File: src/rtl/bnd_frame_pkg.sv
// Shared state encodings and drop-cause codes for the boundary-framed receiver.
package bnd_frame_pkg;

    typedef logic [1:0] wr_state_t;
    typedef logic       rd_state_t;

    localparam wr_state_t W_IDLE    = 2'd0;
    localparam wr_state_t W_RECV    = 2'd1;
    localparam wr_state_t W_DISCARD = 2'd2;

    localparam rd_state_t R_IDLE = 1'b0;
    localparam rd_state_t R_SEND = 1'b1;

    localparam logic [1:0] CAUSE_NONE     = 2'b00;
    localparam logic [1:0] CAUSE_SHORT    = 2'b01;
    localparam logic [1:0] CAUSE_LONG     = 2'b10;
    localparam logic [1:0] CAUSE_OVERFLOW = 2'b11;

endpackage

File: src/rtl/bnd_frame_buf.sv
// Payload RAM with a tentative write pointer that is either committed at
// packet end or rolled back to the last committed position.
module bnd_frame_buf #(
    parameter int DATA_W = 8,
    parameter int DEPTH  = 16
) (
    input  logic              clk,
    input  logic              reset,
    input  logic              wr_en,
    input  logic [DATA_W-1:0] wr_data,
    input  logic              commit,
    input  logic              rollback,
    input  logic              rd_en,
    output logic [DATA_W-1:0] rd_data,
    output logic              full
);

    localparam int AW = $clog2(DEPTH);

    logic [DATA_W-1:0] mem [DEPTH];
    logic [AW:0]       wr_tnt_q, wr_tnt_d;
    logic [AW:0]       wr_cmt_q, wr_cmt_d;
    logic [AW:0]       rd_q, rd_d;
    logic [AW:0]       used_words;

    // Commit captures the pointer including this cycle's word; rollback wins over the write.
    always_comb begin
        wr_tnt_d = wr_tnt_q + {{AW{1'b0}}, wr_en};
        wr_cmt_d = wr_cmt_q;
        if (commit) begin
            wr_cmt_d = wr_tnt_d;
        end
        if (rollback) begin
            wr_tnt_d = wr_cmt_q;
        end
        rd_d = rd_q + {{AW{1'b0}}, rd_en};
    end

    always_ff @(posedge clk or negedge reset) begin
        if (!reset) begin
            wr_tnt_q <= '0;
            wr_cmt_q <= '0;
            rd_q     <= '0;
        end else begin
            wr_tnt_q <= wr_tnt_d;
            wr_cmt_q <= wr_cmt_d;
            rd_q     <= rd_d;
        end
    end

    always_ff @(posedge clk) begin
        if (wr_en) begin
            mem[wr_tnt_q[AW-1:0]] <= wr_data;
        end
    end

    assign used_words = wr_tnt_q - rd_q;
    assign full       = (used_words == (AW+1)'(DEPTH));
    assign rd_data    = mem[rd_q[AW-1:0]];

endmodule

File: src/rtl/bnd_frame_rx.sv
// Store-and-forward packet receiver: buffers words until the boundary pulse,
// validates length, then forwards committed packets with a valid/ready handshake.
module bnd_frame_rx
    import bnd_frame_pkg::*;
#(
    parameter int DATA_W    = 8,
    parameter int DEPTH     = 16,
    parameter int MIN_LEN   = 2,
    parameter int MAX_LEN   = 8,
    parameter int LEN_DEPTH = 4
) (
    input  logic                         clk,
    input  logic                         reset,
    input  logic                         in_valid,
    input  logic [DATA_W-1:0]            data_in,
    input  logic                         bnd_plse,
    input  logic                         out_ready,
    output logic                         out_valid,
    output logic [DATA_W-1:0]            data_out,
    output logic                         out_last,
    output logic [$clog2(MAX_LEN+1)-1:0] len_out,
    output logic                         pkt_drop,
    output logic [1:0]                   drop_cause,
    output logic [15:0]                  pkt_cnt
);

    localparam int LW  = $clog2(MAX_LEN+1);
    localparam int CW  = $clog2(MAX_LEN+2);
    localparam int DAW = $clog2(LEN_DEPTH);
    localparam int DCW = $clog2(LEN_DEPTH+1);
    localparam logic [CW-1:0]  MIN_L  = CW'(MIN_LEN);
    localparam logic [CW-1:0]  MAX_L  = CW'(MAX_LEN);
    localparam logic [CW-1:0]  OVER_L = CW'(MAX_LEN+1);
    localparam logic [DCW-1:0] DFULL  = DCW'(LEN_DEPTH);

    function automatic logic [DAW-1:0] desc_next(input logic [DAW-1:0] idx);
        return (idx == DAW'(LEN_DEPTH-1)) ? '0 : idx + DAW'(1);
    endfunction

    wr_state_t         w_state_q, w_state_d;
    logic [CW-1:0]     wlen_q, wlen_d, new_len;
    logic              buf_wr, buf_commit, buf_rollback, buf_full, buf_rd;
    logic [DATA_W-1:0] buf_rd_data;
    logic              pkt_drop_q, pkt_drop_d;
    logic [1:0]        drop_cause_q, drop_cause_d;

    logic [LW-1:0]     desc_mem [LEN_DEPTH];
    logic [DAW-1:0]    dwp_q, dwp_d, drp_q, drp_d;
    logic [DCW-1:0]    desc_cnt_q, desc_cnt_d;
    logic              push_q, desc_push, desc_pop, desc_avail;

    rd_state_t         r_state_q, r_state_d;
    logic [LW-1:0]     rlen_q, rlen_d, ridx_q, ridx_d;
    logic [15:0]       pkt_cnt_q, pkt_cnt_d;

    bnd_frame_buf #(.DATA_W(DATA_W), .DEPTH(DEPTH)) u_buf (
        .clk      (clk),
        .reset    (reset),
        .wr_en    (buf_wr),
        .wr_data  (data_in),
        .commit   (buf_commit),
        .rollback (buf_rollback),
        .rd_en    (buf_rd),
        .rd_data  (buf_rd_data),
        .full     (buf_full)
    );

    always_comb begin
        w_state_d    = w_state_q;
        wlen_d       = wlen_q;
        buf_wr       = 1'b0;
        buf_commit   = 1'b0;
        buf_rollback = 1'b0;
        desc_push    = 1'b0;
        pkt_drop_d   = 1'b0;
        drop_cause_d = CAUSE_NONE;
        new_len      = (w_state_q == W_IDLE) ? CW'(1) : wlen_q + CW'(1);
        if (in_valid) begin
            case (w_state_q)
                W_IDLE, W_RECV: begin
                    if (buf_full) begin
                        buf_rollback = 1'b1;
                        pkt_drop_d   = 1'b1;
                        drop_cause_d = CAUSE_OVERFLOW;
                        w_state_d    = bnd_plse ? W_IDLE : W_DISCARD;
                    end else begin
                        buf_wr = 1'b1;
                        wlen_d = new_len;
                        if (bnd_plse) begin
                            w_state_d = W_IDLE;
                            if (new_len < MIN_L || new_len > MAX_L || desc_cnt_q == DFULL) begin
                                buf_rollback = 1'b1;
                                pkt_drop_d   = 1'b1;
                                drop_cause_d = (new_len < MIN_L) ? CAUSE_SHORT :
                                               (new_len > MAX_L) ? CAUSE_LONG : CAUSE_OVERFLOW;
                            end else begin
                                buf_commit = 1'b1;
                                desc_push  = 1'b1;
                            end
                        end else if (new_len == OVER_L) begin
                            buf_rollback = 1'b1;
                            pkt_drop_d   = 1'b1;
                            drop_cause_d = CAUSE_LONG;
                            w_state_d    = W_DISCARD;
                        end else begin
                            w_state_d = W_RECV;
                        end
                    end
                end
                W_DISCARD: begin
                    if (bnd_plse) begin
                        w_state_d = W_IDLE;
                    end
                end
                default: w_state_d = W_IDLE;
            endcase
        end
    end

    // A descriptor pushed last cycle is hidden for one cycle to keep store-and-forward latency.
    assign desc_avail = desc_cnt_q > DCW'(push_q);

    always_comb begin
        r_state_d = r_state_q;
        rlen_d    = rlen_q;
        ridx_d    = ridx_q;
        pkt_cnt_d = pkt_cnt_q;
        desc_pop  = 1'b0;
        buf_rd    = 1'b0;
        case (r_state_q)
            R_IDLE: begin
                if (desc_avail) begin
                    desc_pop  = 1'b1;
                    rlen_d    = desc_mem[drp_q];
                    ridx_d    = '0;
                    r_state_d = R_SEND;
                end
            end
            default: begin
                if (out_ready) begin
                    buf_rd = 1'b1;
                    if (ridx_q == rlen_q - LW'(1)) begin
                        pkt_cnt_d = pkt_cnt_q + 16'd1;
                        r_state_d = R_IDLE;
                    end else begin
                        ridx_d = ridx_q + LW'(1);
                    end
                end
            end
        endcase
        dwp_d      = desc_push ? desc_next(dwp_q) : dwp_q;
        drp_d      = desc_pop ? desc_next(drp_q) : drp_q;
        desc_cnt_d = desc_cnt_q + DCW'(desc_push) - DCW'(desc_pop);
    end

    always_ff @(posedge clk or negedge reset) begin
        if (!reset) begin
            w_state_q    <= W_IDLE;
            wlen_q       <= '0;
            pkt_drop_q   <= 1'b0;
            drop_cause_q <= CAUSE_NONE;
            dwp_q        <= '0;
            drp_q        <= '0;
            desc_cnt_q   <= '0;
            push_q       <= 1'b0;
            r_state_q    <= R_IDLE;
            rlen_q       <= '0;
            ridx_q       <= '0;
            pkt_cnt_q    <= '0;
        end else begin
            w_state_q    <= w_state_d;
            wlen_q       <= wlen_d;
            pkt_drop_q   <= pkt_drop_d;
            drop_cause_q <= drop_cause_d;
            dwp_q        <= dwp_d;
            drp_q        <= drp_d;
            desc_cnt_q   <= desc_cnt_d;
            push_q       <= desc_push;
            r_state_q    <= r_state_d;
            rlen_q       <= rlen_d;
            ridx_q       <= ridx_d;
            pkt_cnt_q    <= pkt_cnt_d;
        end
    end

    always_ff @(posedge clk) begin
        if (desc_push) begin
            desc_mem[dwp_q] <= new_len[LW-1:0];
        end
    end

    assign out_valid  = (r_state_q == R_SEND);
    assign out_last   = out_valid && (ridx_q == rlen_q - LW'(1));
    assign data_out   = out_valid ? buf_rd_data : '0;
    assign len_out    = rlen_q;
    assign pkt_drop   = pkt_drop_q;
    assign drop_cause = drop_cause_q;
    assign pkt_cnt    = pkt_cnt_q;

endmodule

File: config.mk
export PLATFORM = sky130hd
export DESIGN_NAME = bnd_frame_rx
export DESIGN_NICKNAME = d
export VERILOG_FILES = /design/src/rtl/bnd_frame_pkg.sv /design/src/rtl/bnd_frame_buf.sv /design/src/rtl/bnd_frame_rx.sv
export SDC_FILE = /design/constraint.sdc
export NUM_CORES = 1
export LEC_CHECK = 0
export BUFFER_PORTS_ARGS = -buffer_cell sky130_fd_sc_hd__buf_2
export CAP_MARGIN = 20
export CORE_MARGIN = 2
export CORE_UTILIZATION = 45
export DETAILED_ROUTE_END_ITERATION = 10
export PLACE_DENSITY = 0.71
export SYNTH_ARGS = -nofsm -noshare
export SYNTH_HDL_FRONTEND = slang
export SYNTH_SLANG_ARGS = --single-unit
File: constraint.sdc
create_clock -name clk -period 4 [get_ports clk]
set_input_delay 0.4 -clock clk [delete_from_list [all_inputs] [get_ports clk]]
set_output_delay 0.4 -clock clk [all_outputs]
set_load 0.05 [all_outputs]
After elaboration in Yosys (flattened, before gate mapping). Memories as Yosys holds them, arrays and structs flattened. A register that Yosys moved wholly into a read port is not among the register bits. Cells that the tools add are included.

Add/subtract/negate cells: 11. Order comparisons: 3. Eq/ne operators: 11. Multiplexer cells: 48. Bitwise gates (word level): 2. Reductions and logical operators: 12.

Operator list (count): 2-bit 2-to-1 mux (14); 1-bit 2-to-1 mux (26); 4-bit 2-to-1 mux (5); 16-bit by 1-bit adder with 16-bit output (second input constant) (1); 5-bit by 1-bit adder with 5-bit output (2); 3-bit AND reduction (3); 4-bit by 1-bit adder with 4-bit output (second input constant) (2); 8-bit 2-to-1 mux (1); 2-bit equality test (second input constant) (3); 2-bit != test (second input constant) (3); 5-bit equality test (second input constant) (1); 5-bit 2-to-1 mux (1); 5-bit subtractor (1); 2-bit by 1-bit adder with 2-bit output (second input constant) (2); 4-bit equality test (1); 4-bit equality test (second input constant) (1); 4-bit greater-than comparator (second input constant) (1); 4-bit by 2-bit < comparator with 1-bit output (second input constant) (1); 2-bit one-hot mux with 2 select lines (1); 2-bit AND reduction (2); 4-bit by 1-bit subtractor with 4-bit output (second input constant) (1); 3-bit by 1-bit adder with 3-bit output (1); 3-bit equality test (second input constant) (1); 3-bit by 1-bit greater-than comparator with 1-bit output (1); 9 further kinds (11).

Register bits: 53. Bits in writable memories: 144. Bits of input ports: 13. Output and inout bits: 33. Logic and storage cells: 103. Memories: 2.

Memory list: u_buf.mem (words 16, width 8, read ports 1, clocked after memory_dff 0, wr ports 1, line bnd_frame_buf.sv:20) `logic [DATA_W-1:0] mem [DEPTH];`; desc_mem (words 4, width 4, read ports 1, clocked after memory_dff 1, wr ports 1, line bnd_frame_rx.sv:47) `logic [LW-1:0] desc_mem [LEN_DEPTH];`.

Longest topological paths before layout.
Depth after elaboration: 12. Depth in mapped cells: 15. Mapped depth without buffers: 12.

Modules after synthesis. Synthesis repeated with hierarchy kept, for this count alone.

Cell total of the unflattened synthesis: 554. Area, all modules: 8703.3 um^2.

By module, submodules not included: bnd_frame_buf (instances 1, cells each 296, area each 5745.5 um^2); bnd_frame_rx (instances 1, cells each 258, area each 2957.8 um^2).

Least setup slack after synthesis. OpenSTA, ideal clock, no wires.

Kind: register to register. From: register u_buf.rd_q[2]. To: register u_buf.wr_tnt_q[4]. Arrival: 3.807 ns. Data required time: 3.875 ns. Slack: 0.068 ns. Cell stages (with the launch flop): 16. Buffers on the path: 3. Path through: dfrtp_1 > clkbuf_1 > buf_1 > clkinv_1 > ha_1 > and3b_1 > or4_4 > a211oi_4 > or2b_4 > buf_4 > inv_1 > ha_1 > ha_1 > nand3_1 > xnor2_1 > mux2_2.

Word-level cells in the longest chain between the ends: 7. Elaborated cells on any way between the ends: 10. Classes of those cells: add/sub: 2; eq/ne: 1; mux: 7.

Ends and longest elaborated chain: start, declared (line bnd_frame_buf.sv:23) `logic [AW:0] rd_q, rd_d;`; start signal, assigned (line bnd_frame_buf.sv:47) `rd_q <= rd_d;`; 5-bit subtractor * (line bnd_frame_buf.sv:57) `assign used_words = wr_tnt_q - rd_q;`; 5-bit equality test * (line bnd_frame_buf.sv:58) `assign full = (used_words == (AW+1)'(DEPTH));`; 1-bit 2-to-1 mux (line bnd_frame_rx.sv:81) `if (buf_full) begin`; 1-bit 2-to-1 mux (line bnd_frame_rx.sv:79) `case (w_state_q)`; 1-bit 2-to-1 mux (line bnd_frame_rx.sv:78) `if (in_valid) begin`; 5-bit by 1-bit adder with 5-bit output (line bnd_frame_buf.sv:28) `wr_tnt_d = wr_tnt_q + {{AW{1'b0}}, wr_en};`; 5-bit 2-to-1 mux * (line bnd_frame_buf.sv:33) `if (rollback) begin`; via u_buf.wr_tnt_d[4] (line bnd_frame_buf.sv:21) `logic [AW:0] wr_tnt_q, wr_tnt_d;`; end signal, assigned (line bnd_frame_buf.sv:45) `wr_tnt_q <= wr_tnt_d;`; end, declared (line bnd_frame_buf.sv:21).

The timed path passes the listed nets; every way through them passes the cells marked *. A chain may end at the register's enable or synchronous reset.

Worst setup path after layout.
From: register u_buf.rd_q[3]. To: register u_buf.wr_tnt_q[4].

Same word-level chain as after synthesis.

==> results.yml <==
yosys:
  yosysSeqAreaShare: 0.670
  yosys.area_share.simple: 0.0829
  synth_top_family_by_area: "multiplexers"
  synth_edf_count: 144
  syn_area_sq_um: 8580
  ys_seq_elements: 201
  synth_cell_types: 53
  syn-num-nets: 573
  synthFlopType: "edfxtp_1"
  avgSynthCellArea_sq_um: 16.0
  yosys-mux-area-fraction: 0.124
  synth_xor_area_frac: 0.0364
  synthAdderAreaFrac: 0.0329
  yosysWarningCount: 0
  synth_compound_area_frac: 0.0341
  synth_cells: 538
  ys_async_sr_fraction: 0.284
clock_tree:
  clkLatencyLatePin_ns: 0.49
  numCtsBuffers: 22
  cts_resized: 0
  clk_path_buf_depth: 3
  cts.sinks: 201
  clockRootBuffer: "clkbuf_16"
  clk_transition_reported_paths_ns: 0.06
  cts_tree: "built"
  htreeDepth: 1
cells_and_area:
  multi_input_area_sq_um: 2670
  final_cells: 857
  final_cell_mix: "edfxtp_1, dfrtp_1, nand2_1"
  nFillCells: 1472
  areaGrowthSynthToFinish_pct: 15.3
  antenna_cells: 0
  fin_nets: 642
  fin_area_sq_um: 9890
  fin_util: 0.529
  final_layout_size_suffix_gt1_frac: 0.258
  final_common_cell: "edfxtp_1"
  regArea_sq_um: 5750
detailed_routing:
  post_drt_wl_per_cell_um: 20.0
  initialDrtViolationCount: 442
  drtPass1Iterations: 5
  wl_mm: 17.1
  via_count: 4826
  antenna_left: 0
  routed_via_density: 5.63
  drc_errors: 0
place:
  dp_hpwl_mm: 11.2
  dpl_cell_area_sq_um: 9140
  io_buffers: 45
  gp_congestion: 0.953
  dp_slack_ns: 0.415
  dp.cells: 815
timing:
  period_needed_ns: 3.51
  max_freq_ghz: 0.285
  worst_slack_ns: 0.489
  rsz0062_at_grt: "false"
  worst_pin_slew_ns: 0.932
  period_share: 0.878
  fin_worst_skew_ns: 0.0204
  hold_violations: 0
  finalSetupViolations: 0
  setup_tns_ns: 0
  slew_headroom: 0.374
  drv_slew: 0
critical_path:
  crit_top_cell: "ha_1"
  crit_type: "flop to flop"
  end_kind: "flop"
  cp_slowest_cell: "dfrtp_1"
  crit_required_ns: 4.36
  slowest_delay_ns: 0.59
  start_kind: "flop"
  reg2regPathDepth: 11
  r2r_slack_ns: 0.49
  crit_chain: "inv_1 -> ha_1 -> or4_4 -> a211oi_4 -> or2b_4 -> inv_1 -> ha_1 -> ha_1 -> nand3_1 -> xnor2_1 -> mux2_2"
  critPathMaxFanout: 15
  cp.arrival_ns: 3.88
power_and_ir_drop:
  p_leak_uw: 0.00381
  ir_drop_mv: 0.409
  power_density_nw_per_um2: 775
floorplan:
  rows: 50
  ios: 46
  core_area_sq_um: 18700
  start_util: 0.459
  die_h_um: 142
  fp.dieW_um: 142
  dieArea_sq_um: 20200
global_route:
  grt_pass1_wl_mm: 27.4
  grt_max_degree: 34
  first_global_vias: 5044
  grt_usage: 0.175
  grt_overflow: 0
  antenna_found_initial: 0
worst_hold_path:
  hold_class: "input port to flop"
  hold-path-cell-count: 2
run_status:
  outcome: "finished clean"
run:
  cap_violations: 0
stage by stage:
stage / total power, uW / hold slack (ns)
floorplan: 4940 / 0.104
global placement: 5540 / 0.425
detailed placement: 5650 / 0.438
CTS: 7720 / 0.193
global route: 8060 / 0.215
finish: 7670 / 0.211
state kept, by name, indices dropped and copies added (netlist names), 3 cells and up:
register	count
desc_mem	16
pkt_cnt	16
desc_cnt_q	3
u_buf.wr_cmt_q	5
len_out	4
u_buf.mem	128
u_buf.wr_tnt_q	5
wlen_q	4
u_buf.rd_q	5
ridx_q	4
cells by family (layout without fill, tap and decap cells):
group / after synthesis / in the layout
adder cells (fa/ha/maj): 22 / 22
AO/OA/AOI/OAI: 41 / 41
AND/OR/NAND/NOR: 142 / 142
XOR/XNOR: 34 / 34
flip-flops: 201 / 201
multiplexers: 57 / 57
buffers and inverters: 41 / 126
cell usage after synthesis, drive strengths merged (2+ instances only):
cell / number / share of area
edfxtp: 144 / 0.50
dfrtp: 57 / 0.17
nand2: 48 / 0.021
mux4: 36 / 0.094
nor2: 23 / 0.010
ha: 21 / 0.031
inv: 21 / 0.0092
mux2: 20 / 0.028
xnor2: 18 / 0.018
xor2: 15 / 0.015
nand3: 14 / 0.0082
and3: 13 / 0.0095
o21ai: 13 / 0.0076
clkbuf: 10 / 0.0044
nor3: 10 / 0.0058
a311oi: 9 / 0.0092
buf: 8 / 0.0052
nand2b: 7 / 0.0051
a21oi: 6 / 0.0035
nor2b: 5 / 0.0045
and2: 4 / 0.0029
and4: 3 / 0.0031
or2: 3 / 0.0022
or3: 3 / 0.0022
clkinv: 2 / 0.00087
nor4: 2 / 0.0015
o211ai: 2 / 0.0017
or4: 2 / 0.0022
critical path, delay by kind of cell, from the launching register on:
family | cells | cell delay (ns)
flops | 1 | 0.59
mux | 1 | 0.28
compound gates | 1 | 0.37
fa+ha+maj | 3 | 0.79
buf+inv | 2 | 0.29
simple gates | 3 | 0.97
xor+xnor | 1 | 0.09
timing repair:
action                                 CTS  global route
endpoints found under the hold margin   25             0
hold buffers                             1             0
buffers inserted                         0             0
power breakdown:
part	total [uW]	leakage (uW)	switching (uW)	internal (uW)
Combinational	2770	0.00142	1690	1080
Clock	2040	0.000363	795	1240
Sequential	2860	0.00202	260	2600
Total	7670	0.00381	2750	4920
path summary, 6_finish.rpt:
kind                                     end           from
max                        u_buf.wr_tnt_q[4]  u_buf.rd_q[3]
min                             w_state_q[1]       bnd_plse
max reg2reg                u_buf.wr_tnt_q[4]  u_buf.rd_q[3]
min reg2reg                      pkt_cnt[15]    pkt_cnt[15]
max in group asynchronous      u_buf.rd_q[0]          reset
min in group asynchronous         pkt_cnt[9]          reset
area by class of cell:
type,instances,share of cell area
inverter,23,0.00873
timing repair buffer,63,0.0364
clock inverter,15,0.0157
tap,234,0.0296
clock buffer,25,0.0589
multi-input combinational,296,0.269
sequential,201,0.581
metal layers:
layer	track usage	vias to the layer above	wire length [um]
met5	0	-	0
met4	0.0537	0	400
met3	0.0286	40	1080
met2	0.298	195	8600
met1	0.233	2423	7050
li1	-	2168	-
Power figures use the tool's default switching activity.
